File: src/rtl/x7seg_pkg.sv
// Shared definitions for the four-digit multiplexed hex display scanner.
package x7seg_pkg;

  localparam int unsigned NUM_DIGITS          = 4;
  localparam int unsigned REFRESH_DIV_DEFAULT = 100000;

  typedef logic [1:0] digit_idx_t;

  localparam logic [NUM_DIGITS-1:0] AN_OFF = 4'b1111;

  // One complete display image: four nibbles plus per-digit blank and dp.
  typedef struct packed {
    logic [15:0] data;
    logic [3:0]  blank;
    logic [3:0]  dp;
  } disp_t;

  // Extract digit idx (digit 0 = rightmost nibble).
  function automatic logic [3:0] digit_nibble(input logic [15:0] data, input digit_idx_t idx);
    return data[{idx, 2'b00} +: 4];
  endfunction

endpackage

File: src/rtl/x7seg_tick.sv
// Refresh prescaler: counts 0..REFRESH_DIV-1 and raises tick on the last count.
module x7seg_tick
  import x7seg_pkg::*;
#(
  parameter int unsigned REFRESH_DIV = REFRESH_DIV_DEFAULT
) (
  input  logic clk,
  input  logic rst_n,
  output logic tick
);

  localparam int unsigned      CW   = $clog2(REFRESH_DIV);
  localparam logic [CW-1:0]    LAST = CW'(REFRESH_DIV - 1);

  logic [CW-1:0] cnt;

  assign tick = (cnt == LAST);

  // Free-running slot counter, wraps after the tick cycle.
  always_ff @(posedge clk or negedge rst_n) begin
    if (!rst_n)    cnt <= '0;
    else if (tick) cnt <= '0;
    else           cnt <= cnt + 1'b1;
  end

endmodule

File: src/rtl/x7seg_scan.sv
// Four-digit multiplexed hex display scanner.
// New values are double-buffered and only committed at a frame boundary,
// so a frame never shows a mix of old and new digits.
// Optional leading-zero suppression is enabled by defining X7SEG_LZB_EN.
module x7seg_scan
  import x7seg_pkg::*;
#(
  parameter int unsigned REFRESH_DIV = REFRESH_DIV_DEFAULT
) (
  input  logic        clk,
  input  logic        rst_n,
  input  logic        load,
  input  logic [15:0] data,
  input  logic [3:0]  blank,
  input  logic [3:0]  dp,
  output logic [3:0]  an,
  output logic [3:0]  nibble,
  output logic        dp_n,
  output logic        busy
);

  logic       tick;
  logic       boundary;
  digit_idx_t idx;
  digit_idx_t idx_next;
  disp_t      disp;
  disp_t      disp_next;
  disp_t      pend;
  disp_t      load_val;
  logic [3:0] sup;
  logic [3:0] eff_blank;

  x7seg_tick #(.REFRESH_DIV(REFRESH_DIV)) u_tick (
    .clk   (clk),
    .rst_n (rst_n),
    .tick  (tick)
  );

  assign boundary = tick && (idx == digit_idx_t'(NUM_DIGITS - 1));
  assign idx_next = idx + 1'b1;
  assign load_val = {data, blank, dp};

  // Display image seen by the next frame; a load on the boundary bypasses pending.
  always_comb begin
    disp_next = disp;
    if (boundary) begin
      if (load)      disp_next = load_val;
      else if (busy) disp_next = pend;
    end
  end

  // Scan index, display/pending buffers and busy flag.
  always_ff @(posedge clk or negedge rst_n) begin
    if (!rst_n) begin
      idx  <= '0;
      disp <= '0;
      pend <= '0;
      busy <= 1'b0;
    end else begin
      if (tick) idx <= idx_next;
      disp <= disp_next;
      if (boundary) begin
        busy <= 1'b0;
      end else if (load) begin
        pend <= load_val;
        busy <= 1'b1;
      end
    end
  end

`ifdef X7SEG_LZB_EN
  // Leading-zero suppression from digit 3 down; digit 0 always shown.
  always_comb begin
    logic       lead;
    digit_idx_t d;
    sup  = '0;
    lead = 1'b1;
    for (int unsigned i = 0; i < NUM_DIGITS - 1; i++) begin
      d = digit_idx_t'(NUM_DIGITS - 1 - i);
      if (lead && (digit_nibble(disp_next.data, d) == 4'h0) && !disp_next.dp[d])
        sup[d] = 1'b1;
      else
        lead = 1'b0;
    end
  end
`else
  // No suppression in this build.
  always_comb begin
    sup = '0;
  end
`endif

  // Combined blanking for the image about to be displayed.
  always_comb begin
    eff_blank = disp_next.blank | sup;
  end

  // Registered digit drive, refreshed once per tick from the new index.
  always_ff @(posedge clk or negedge rst_n) begin
    if (!rst_n) begin
      an     <= AN_OFF;
      nibble <= '0;
      dp_n   <= 1'b1;
    end else if (tick) begin
      if (eff_blank[idx_next]) begin
        an     <= AN_OFF;
        nibble <= '0;
        dp_n   <= 1'b1;
      end else begin
        an     <= ~(4'b0001 << idx_next);
        nibble <= digit_nibble(disp_next.data, idx_next);
        dp_n   <= ~disp_next.dp[idx_next];
      end
    end
  end

endmodule

File: config.mk
export PLATFORM = sky130hd
export DESIGN_NAME = x7seg_scan
export DESIGN_NICKNAME = d
export VERILOG_FILES = /design/src/rtl/x7seg_pkg.sv /design/src/rtl/x7seg_tick.sv /design/src/rtl/x7seg_scan.sv
export SDC_FILE = /design/constraint.sdc
export NUM_CORES = 1
export LEC_CHECK = 0
export BUFFER_PORTS_ARGS = -buffer_cell sky130_fd_sc_hd__buf_2
export CAP_MARGIN = 20
export CORE_MARGIN = 5
export CORE_UTILIZATION = 25
export CTS_CLUSTER_SIZE = 16
export DETAILED_ROUTE_END_ITERATION = 6
export PLACE_DENSITY = 0.47
export SYNTH_ARGS = -nofsm -noshare
export SYNTH_HDL_FRONTEND = slang
export SYNTH_SLANG_ARGS = --single-unit
File: constraint.sdc
create_clock -name clk -period 3.2 [get_ports clk]
set_clock_uncertainty 0.15 [all_clocks]
set_input_delay 0 -clock clk [delete_from_list [all_inputs] [get_ports clk]]
set_output_delay 0 -clock clk [all_outputs]
set_load 0.005 [all_outputs]
* Word-level counts from Yosys, hierarchy flattened *
Index checks and enable logic that the tools add are counted.
Widths: inputs -> output; s select.

word-level totals
  output and inout bits = 10
  word-level logic and storage cells = 38
  flip-flop bits (word level) = 77

cells by class
  muxes and demuxes = 13
  shift operators = 2
  magnitude comparators = 1
  add/sub/neg operators = 2
  reduce and logical (&&, ||, !) cells = 3
  bitwise operators = 3
  equality and inequality tests = 2

operators by type and width
  kind                   count
  $mux 24                3
  $add 17x1->17 const B  1
  $eq 17x17->1 const B   1
  $mux 17                1
  $shiftx 16x5->4        1
  $mux 4                 2
  $mux 1                 5
  $bmux 1 s2             2
  $not 4->4              1
  $shl 1x2->4 const A    1
  $lt 2x3->1 const B     1
  $add 2x1->2 const B    1
  $eq 2x2->1 const B     1
  $not 1->1              2
  $reduce_and 2->1       1
  $reduce_bool 2->1      1
  $logic_and 1x1->1      1

* Depth between registers and ports, before layout *
Gate-level depths: netlist (run 1).

  word-level depth = 7
  gate-level depth with buffers = 10
  depth with buffers taken out = 8

* By module *
From an unflattened synthesis (run 1), not the netlist that was laid out.

unflattened totals
  cell total of the unflattened synthesis = 314
  area, all modules = 3,520.9 um2

modules (own cells, without submodules)
  module      cells each  area an instance (um2)  instances  seq. area each (um2)
  x7seg_scan  240         2,727.6                 1          1,507.7
  x7seg_tick  74          793.3                   1          425.4

* Worst setup path before layout (run 1) *
Ideal clock, no wire load.

  path type = register to register
  start = register u_tick.cnt[5]
  end = register nibble[1]
  slack = 0.562 ns
  stages on the path, launching flop included = 9
  data arrival time = 2.367 ns
  path buffers = 1
  path through = dfrtp_1 or4b_4 nor4_4 nand2_2 buf_6 a22oi_1 o21ai_1 mux2_2 a41o_1

RTL lines
  what                    RTL line           RTL
  from (decl)             x7seg_tick.sv:15   logic [CW-1:0] cnt;
  from (signal assigned)  x7seg_tick.sv:23   else cnt <= cnt + 1'b1;
  to (signal assigned)    x7seg_scan.sv:111  nibble <= digit_nibble(disp_next.data, idx_next);
  to (decl)               x7seg_scan.sv:17   output logic [3:0] nibble,

==> results.py, run 1 <==
metrics = {
    "logic_synthesis": {
        "synth_edf_count": 0,
        "synth_area_leaders": "dfrtp_1 (47%), mux2_2 (8.3%), dfstp_2 (3.4%), nand4_1 (2.6%), o21ai_0 (2.4%)",
        "async_flop_share_pct": 100,
        "avgSynthCellArea_sq_um": 10.7,
        "synth.top_cell.area_share_pct": 47.2,
        "synth_seq_cells": 77,
        "netlist_area_sq_um": 3820,
        "synth-warning-count": 0,
        "synth_cell_types": 47,
        "syn_nets": 388,
        "ys.flop_type": "dfrtp_1",
        "ys_seq_area_share_pct": 50.7,
        "synthCells": 356,
        "yosysTopAreaCell": "dfrtp_1",
    },
    "die": {
        "fp.coreArea_sq_um": 15100,
        "rows": 45,
        "die_h_um": 134,
        "io_pins": 37,
        "dieArea_sq_um": 17800,
        "start_util_pct": 25.3,
        "fp.dieW_um": 134,
    },
    "clock_network": {
        "clock_path_buffers": 2,
        "cts_tree": "yes",
        "clk_pin_slew_ns": 0.06,
        "clock_sinks": 77,
        "cts_buffers": 9,
        "cts_setup_buffers": 0,
        "clock_latency_ns": 0.33,
        "htreeDepth": 3,
        "root_buffer": "clkbuf_16",
    },
    "critical_path": {
        "crit_type": "reg2reg",
        "crit_arrival_ns": 2.99,
        "critPathMaxFanout": 12,
        "cp_cell_sequence": "or4b_4 > nor4_4 > nand2_2 > a22oi_1 > o21ai_1 > mux2_2 > a41o_1",
        "path_delay_family": "simple AND/OR/NAND/NOR gates",
        "startpoint_type": "flop",
        "critPathCaptureType": "flop",
        "cp.required_ns": 3.27,
        "crit_slowest_cell": "or4b_4",
        "crit_path_max_incr_delay_ns": 0.61,
        "cp_num_buf_inv": 0,
    },
    "drt": {
        "wirelength_um": 10100,
        "drt_pre_antenna_iters": 4,
        "vias_per_cell": 4.85,
        "final_antenna_net_count": 0,
        "via_count": 2976,
        "drtIter0Drc": 116,
        "drc": 0,
        "wl_per_cell_um": 16.5,
    },
    "sta": {
        "maxSlewHeadroom_pct": 61.6,
        "period_minus_slack_ns": 2.91,
        "hold_viol_final": 21,
        "hold_slack_ns": -0.0285,
        "grt_setup_unrepaired": "false",
        "tightestPinTransition_ns": 0.570,
        "fmax_ghz": 0.343,
        "slew_violations": 0,
        "tns_ns": 0,
        "min_period_over_period_pct": 91.1,
        "setup_viol": 0,
    },
    "layout": {
        "antenna_cells": 0,
        "fin_cells": 614,
        "nets": 453,
        "syn_to_final_growth_pct": 26.4,
        "drive_gt1_share_pct": 26.5,
    },
    "pwr": {
        "power.total_mw": 2.30,
        "ir_worst_vdd_mv": 0.187,
        "power.leakage_nw": 1.95,
        "powerDensity_nw_per_um2": 477,
    },
    "global_route": {
        "grt_pass1_vias": 3160,
        "grt_max_degree": 78,
        "grt.total_usage_pct": 12.0,
        "overflow": 0,
        "grt_pass1_wl_um": 17000,
        "antenna_found_initial": 0,
    },
    "outcome": {
        "violations": "negative hold slack",
        "outcome": "finished with violations",
    },
    "place": {
        "dp_cells": 572,
        "gp_congestion": 0.751,
        "port_buffers": 36,
        "hpwl_um": 6970,
    },
    "flow_run": {
        "maxCapViolCount": 0,
    },
    "hold_path": {
        "hold_class": "in2async",
    },
}
[per-stage QoR]
| step | hold slack, ns | setup slack [ns] | cell area [sq um] | utilization, % |
|---|---|---|---|---|
| 6_report | -0.0285 | 0.286 | 4820 | 32.0 |
| 5_1_grt | 0.0101 | 0.0707 | 4820 | 32.0 |
| 4_1_cts | 0.100 | 0.267 | 4800 | 31.8 |
| 3_5_place_dp | 0.0955 | 0.279 | 4230 | 28.0 |
| 3_3_place_gp | 0.0944 | 0.388 | 4230 | 28.0 |
| 2_1_floorplan | -0.446 | 0.562 | 3820 | - |
[report_power, final]
| part | total (mW) | internal [mW] | switching (mW) |
|---|---|---|---|
| Sequential | 1.05 | 1.02 | 0.0246 |
| Combinational | 0.162 | 0.0895 | 0.0722 |
| Clock | 1.09 | 0.682 | 0.411 |
| Total | 2.30 | 1.79 | 0.507 |
[cell type report]
type	count	area, sq um
fillers	1540	10300
flip-flops and latches	77	1930
multi-input cells	246	1740
repair buffers	75	558
well taps	188	235
clock buffers	10	229
clock inverters	6	87.6
inverters	12	45.0
[Yosys cell counts, types with 3 or more instances]
cell type	n
clkbuf_1	9
mux2_2	28
xnor2_1	9
buf_2	7
nor2_1	17
nor2b_1	10
o21ai_1	8
o211ai_1	4
a41o_1	3
a21oi_1	16
mux2i_1	3
a22o_2	4
or2_2	5
a22oi_1	10
ha_1	5
nand2b_1	9
nand2_1	18
inv_1	12
nand3_1	12
dfrtp_1	72
nand4_1	16
a221oi_1	4
xor2_1	3
a31oi_1	11
a211oi_1	5
dfstp_2	5
o21ai_0	18
buf_1	3
or3_1	3
and2_1	3
[cell families (layout without fill, tap and decap cells)]
| group | Yosys count | after routing | share of synthesized area [%] |
|---|---|---|---|
| buffers and inverters | 33 | 103 | 3.87 |
| xor gates and xnor gates | 12 | 12 | 2.75 |
| DFF | 77 | 77 | 50.7 |
| adders and majority gates | 5 | 5 | 1.64 |
| AOI/OAI and AO/OA | 90 | 90 | 15.5 |
| and+or+nand+nor | 108 | 108 | 16.6 |
| muxes | 31 | 31 | 9.05 |
[registers in the layout, summed over array words and instances, names as in the netlist]
signal	flops
an	4
busy	1
disp	24
dp_n	1
idx	2
nibble	4
pend	24
u_tick.cnt	17
[layer usage]
metal  up-vias  wire (um)  global-route usage (%)
met5         -          0                       0
met4         0        212                    5.31
met3        16        266                    2.04
met2        41       4650                    18.9
met1      1476       5000                    16.3
li1       1443          -                       -
[worst paths after layout]
kind / from / endpoint / slack [ns] / depth (start not counted)
hold / removal: rst_n / u_tick.cnt[14]$_DFF_PN0_ / -0.03 / 2
setup / recovery: u_tick.cnt[5]$_DFF_PN0_ / nibble[1]$_DFFE_PN0N_ / 0.29 / 7
max in group asynchronous: rst_n / dp_n$_DFFE_PN1N_ / 2.30 / 3
setup reg to reg: u_tick.cnt[5]$_DFF_PN0_ / nibble[1]$_DFFE_PN0N_ / 0.29 / 7
hold reg to reg: u_tick.cnt[0]$_DFF_PN0_ / u_tick.cnt[0]$_DFF_PN0_ / 0.35 / 1
min in group clk: load / disp[17]$_DFF_PN0_ / 0.11 / 3
[repair_timing]
action                     4_1_cts  5_1_grt
hold buffers                    25        0
setup endpoints to repair        0        0
gates resized for setup          0        0
hold endpoints to repair       119        0
[cells in the final DEF (no fill, tap or decap), types with 3 or more instances in the layout]
master	n
nor2_1	17
a41o_1	3
xnor2_1	9
clkinvlp_4	3
and2_1	3
clkbuf_16	9
mux2_2	28
ha_1	5
a22oi_1	10
inv_1	12
nor2b_1	10
mux2i_1	3
dlygate4sd3_1	25
dfrtp_1	72
o21ai_0	18
o211ai_1	4
a22o_2	4
or2_2	5
buf_4	14
nand4_1	16
a31oi_1	11
nand2b_1	9
o21ai_1	8
nand2_1	18
xor2_1	3
dfstp_2	5
buf_2	35
or3_1	3
a221oi_1	4
a21oi_1	16
a211oi_1	5
nand3_1	12
Power figures use the tool's default switching activity.
==> inputs of run 2 (changes only) <==
clock period = 3.75 ns   (was 3.2 ns; I/O delays follow)
==> run 2 against run 1 <==
  * The run now ends clean
  * Via count decreased by 1.2%
  * Die area unchanged
  * Total power decreased by 16%
  * Wire length decreased by 0.55%
  * Cell count decreased by 0.65%
  * Largest power group unchanged
==> results.py, run 2 (synthesis results as in run 1) <==
metrics = {
    "clock_network": {
        "cts_buffers": 9,
        "htreeDepth": 3,
        "cts_tree": "yes",
        "clock_path_buffers": 2,
        "clock_sinks": 77,
        "clock_latency_ns": 0.33,
        "cts_resized": 0,
        "root_buffer": "clkbuf_16",
        "clk_pin_slew_ns": 0.06,
        "cts_setup_buffers": 0,
    },
    "layout": {
        "layout_common_cells": "dfrtp_1 (72), buf_2 (35), mux2_2 (28)",
        "antenna_cells": 0,
        "final_util_pct": 31.8,
        "syn_to_final_growth_pct": 25.6,
        "nets": 449,
        "drive_gt1_share_pct": 25.6,
        "fin_cells": 610,
        "layout_commonest_cell": "dfrtp_1",
        "fill_cells": 1577,
        "reg.largest.list": "disp x24, pend x24, u_tick.cnt x17",
    },
    "sta": {
        "grt_setup_unrepaired": "false",
        "hold_slack_ns": 0.110,
        "maxSlewHeadroom_pct": 47.6,
        "fmax_ghz": 0.318,
        "hold_viol_final": 0,
        "min_period_over_period_pct": 83.9,
        "tns_ns": 0,
        "setup_viol": 0,
        "tightestPinTransition_ns": 0.781,
        "slew_violations": 0,
        "period_minus_slack_ns": 3.15,
    },
    "die": {
        "start_util_pct": 25.3,
        "fp.coreArea_sq_um": 15100,
        "die_h_um": 134,
        "rows": 45,
        "fp.dieW_um": 134,
        "io_pins": 37,
        "dieArea_sq_um": 17800,
    },
    "pwr": {
        "power_frac_seq_pct": 46.3,
        "ir_worst_vdd_mv": 0.199,
        "p_switching_uw": 412,
        "clkPwrFrac_pct": 46.5,
        "switching_share_pct": 21.3,
        "power.leakage_nw": 1.94,
        "p_comb_share_pct": 7.2,
        "intPower_mw": 1.52,
        "powerDensity_nw_per_um2": 403,
    },
    "global_route": {
        "grt.total_usage_pct": 12.0,
        "antenna_found_initial": 0,
        "busiest_layer": "met2",
        "grt_max_degree": 78,
        "grt_pass1_wl_um": 17000,
        "use_met1_pct": 16.6,
        "overflow": 0,
        "grt_pass1_vias": 3119,
        "grtUsageMet2_pct": 18.3,
        "use_met3_pct": 1.96,
    },
    "critical_path": {
        "cp.required_ns": 3.81,
        "crit_top_cell": "nand2_1",
        "crit_slowest_cell": "or4b_4",
        "crit_arrival_ns": 3.21,
        "critPathMaxFanout": 12,
        "critPathCaptureType": "flop",
        "cp_cell_sequence": "or4b_4 > nor4_4 > nand2_1 > nand2_1 > buf_4 > mux2_2",
        "startpoint_type": "flop",
        "crit_type": "reg2reg",
        "crit_path_max_incr_delay_ns": 0.61,
    },
    "drt": {
        "via_count": 2941,
        "wl_per_cell_um": 16.5,
        "final_antenna_net_count": 0,
        "drtIter0Drc": 160,
        "drt_pre_antenna_iters": 4,
        "drc": 0,
        "wirelength_um": 10100,
        "vias_per_cell": 4.82,
    },
    "place": {
        "hpwl_um": 6840,
        "dp_cells": 567,
        "gp_congestion": 0.776,
        "port_buffers": 36,
    },
    "hold_path": {
        "hold_class": "in2reg",
    },
    "flow_run": {
        "maxCapViolCount": 0,
    },
    "outcome": {
        "outcome": "finished clean",
    },
}
==> run 2: changes by cell type in the layout (fill, tap and decap cells not counted), sizes merged <==
cell         before  now
dlygate4sd3      25   26
clkbuf           10   13
clkinvlp          3    1
buf              50   45
bufinv            2    1
==> run 2: critical path, delay by kind of cell, from the launching register on <==
| family | cells | cell delay [ns] |
|---|---|---|
| AND/OR/NAND/NOR | 4 | 1.80 |
| buffers and inverters | 1 | 0.27 |
| multiplexers | 1 | 0.36 |
| flip-flops | 1 | 0.45 |
==> run 2: worst paths after layout <==
path	from	endpoint	slack, ns	cells after the start
setup / recovery	u_tick.cnt[5]$_DFF_PN0_	pend[4]$_DFFE_PN0P_	0.60	6
hold / removal	load	disp[2]$_DFF_PN0_	0.11	2
setup reg to reg	u_tick.cnt[5]$_DFF_PN0_	pend[4]$_DFFE_PN0P_	0.60	6
hold reg to reg	u_tick.cnt[0]$_DFF_PN0_	u_tick.cnt[0]$_DFF_PN0_	0.33	1
max in group asynchronous	rst_n	dp_n$_DFFE_PN1N_	2.44	4
min in group asynchronous	rst_n	u_tick.cnt[10]$_DFF_PN0_	0.41	3
==> run 2: repair_timing <==
item                                   4_1_cts  5_1_grt
setup endpoints to repair                    0        0
hold buffers                                25        1
endpoints found under the hold margin      119        8
==> run 2: layout make-up <==
class                      count  area (sq um)  share of cell area, %
sequential                    77          1930                   40.3
multi-input combinational    246          1740                   36.2
timing repair buffer          71           531                   11.1
clock buffer                  13           270                   5.64
tap                          188           235                   4.91
inverter                      12          45.0                  0.940
clock inverter                 3          42.5                  0.888
==> run 2: power groups by stage <==
stage / Combinational, mW / Clock [mW] / Sequential (mW)
after floorplan: 0.0663 / 0 / 0.902
after global routing: 0.157 / 0.958 / 0.898
after detailed placement: 0.117 / 0 / 0.908
after CTS: 0.138 / 0.923 / 0.893
final: 0.139 / 0.897 / 0.894
after global placement: 0.115 / 0 / 0.906
==> run 2: per-layer routing <==
layer / wire length (um) / share of wire (%) / up-vias
met1: 5090 / 51 / 1440
met3: 310 / 3.1 / 15
met5: 0 / 0 / -
met2: 4460 / 44 / 54
li1: - / - / 1432
met4: 215 / 2.1 / 0
==> run 2: metrics by stage <==
step | total power, mW | setup WS, ns | cell area, sq um
2_1_floorplan | 0.968 | 1.11 | 3820
3_3_place_gp | 1.02 | 0.641 | 4190
3_5_place_dp | 1.03 | 0.544 | 4190
4_1_cts | 1.96 | 0.544 | 4750
5_1_grt | 2.01 | 0.335 | 4790
6_report | 1.93 | 0.605 | 4790
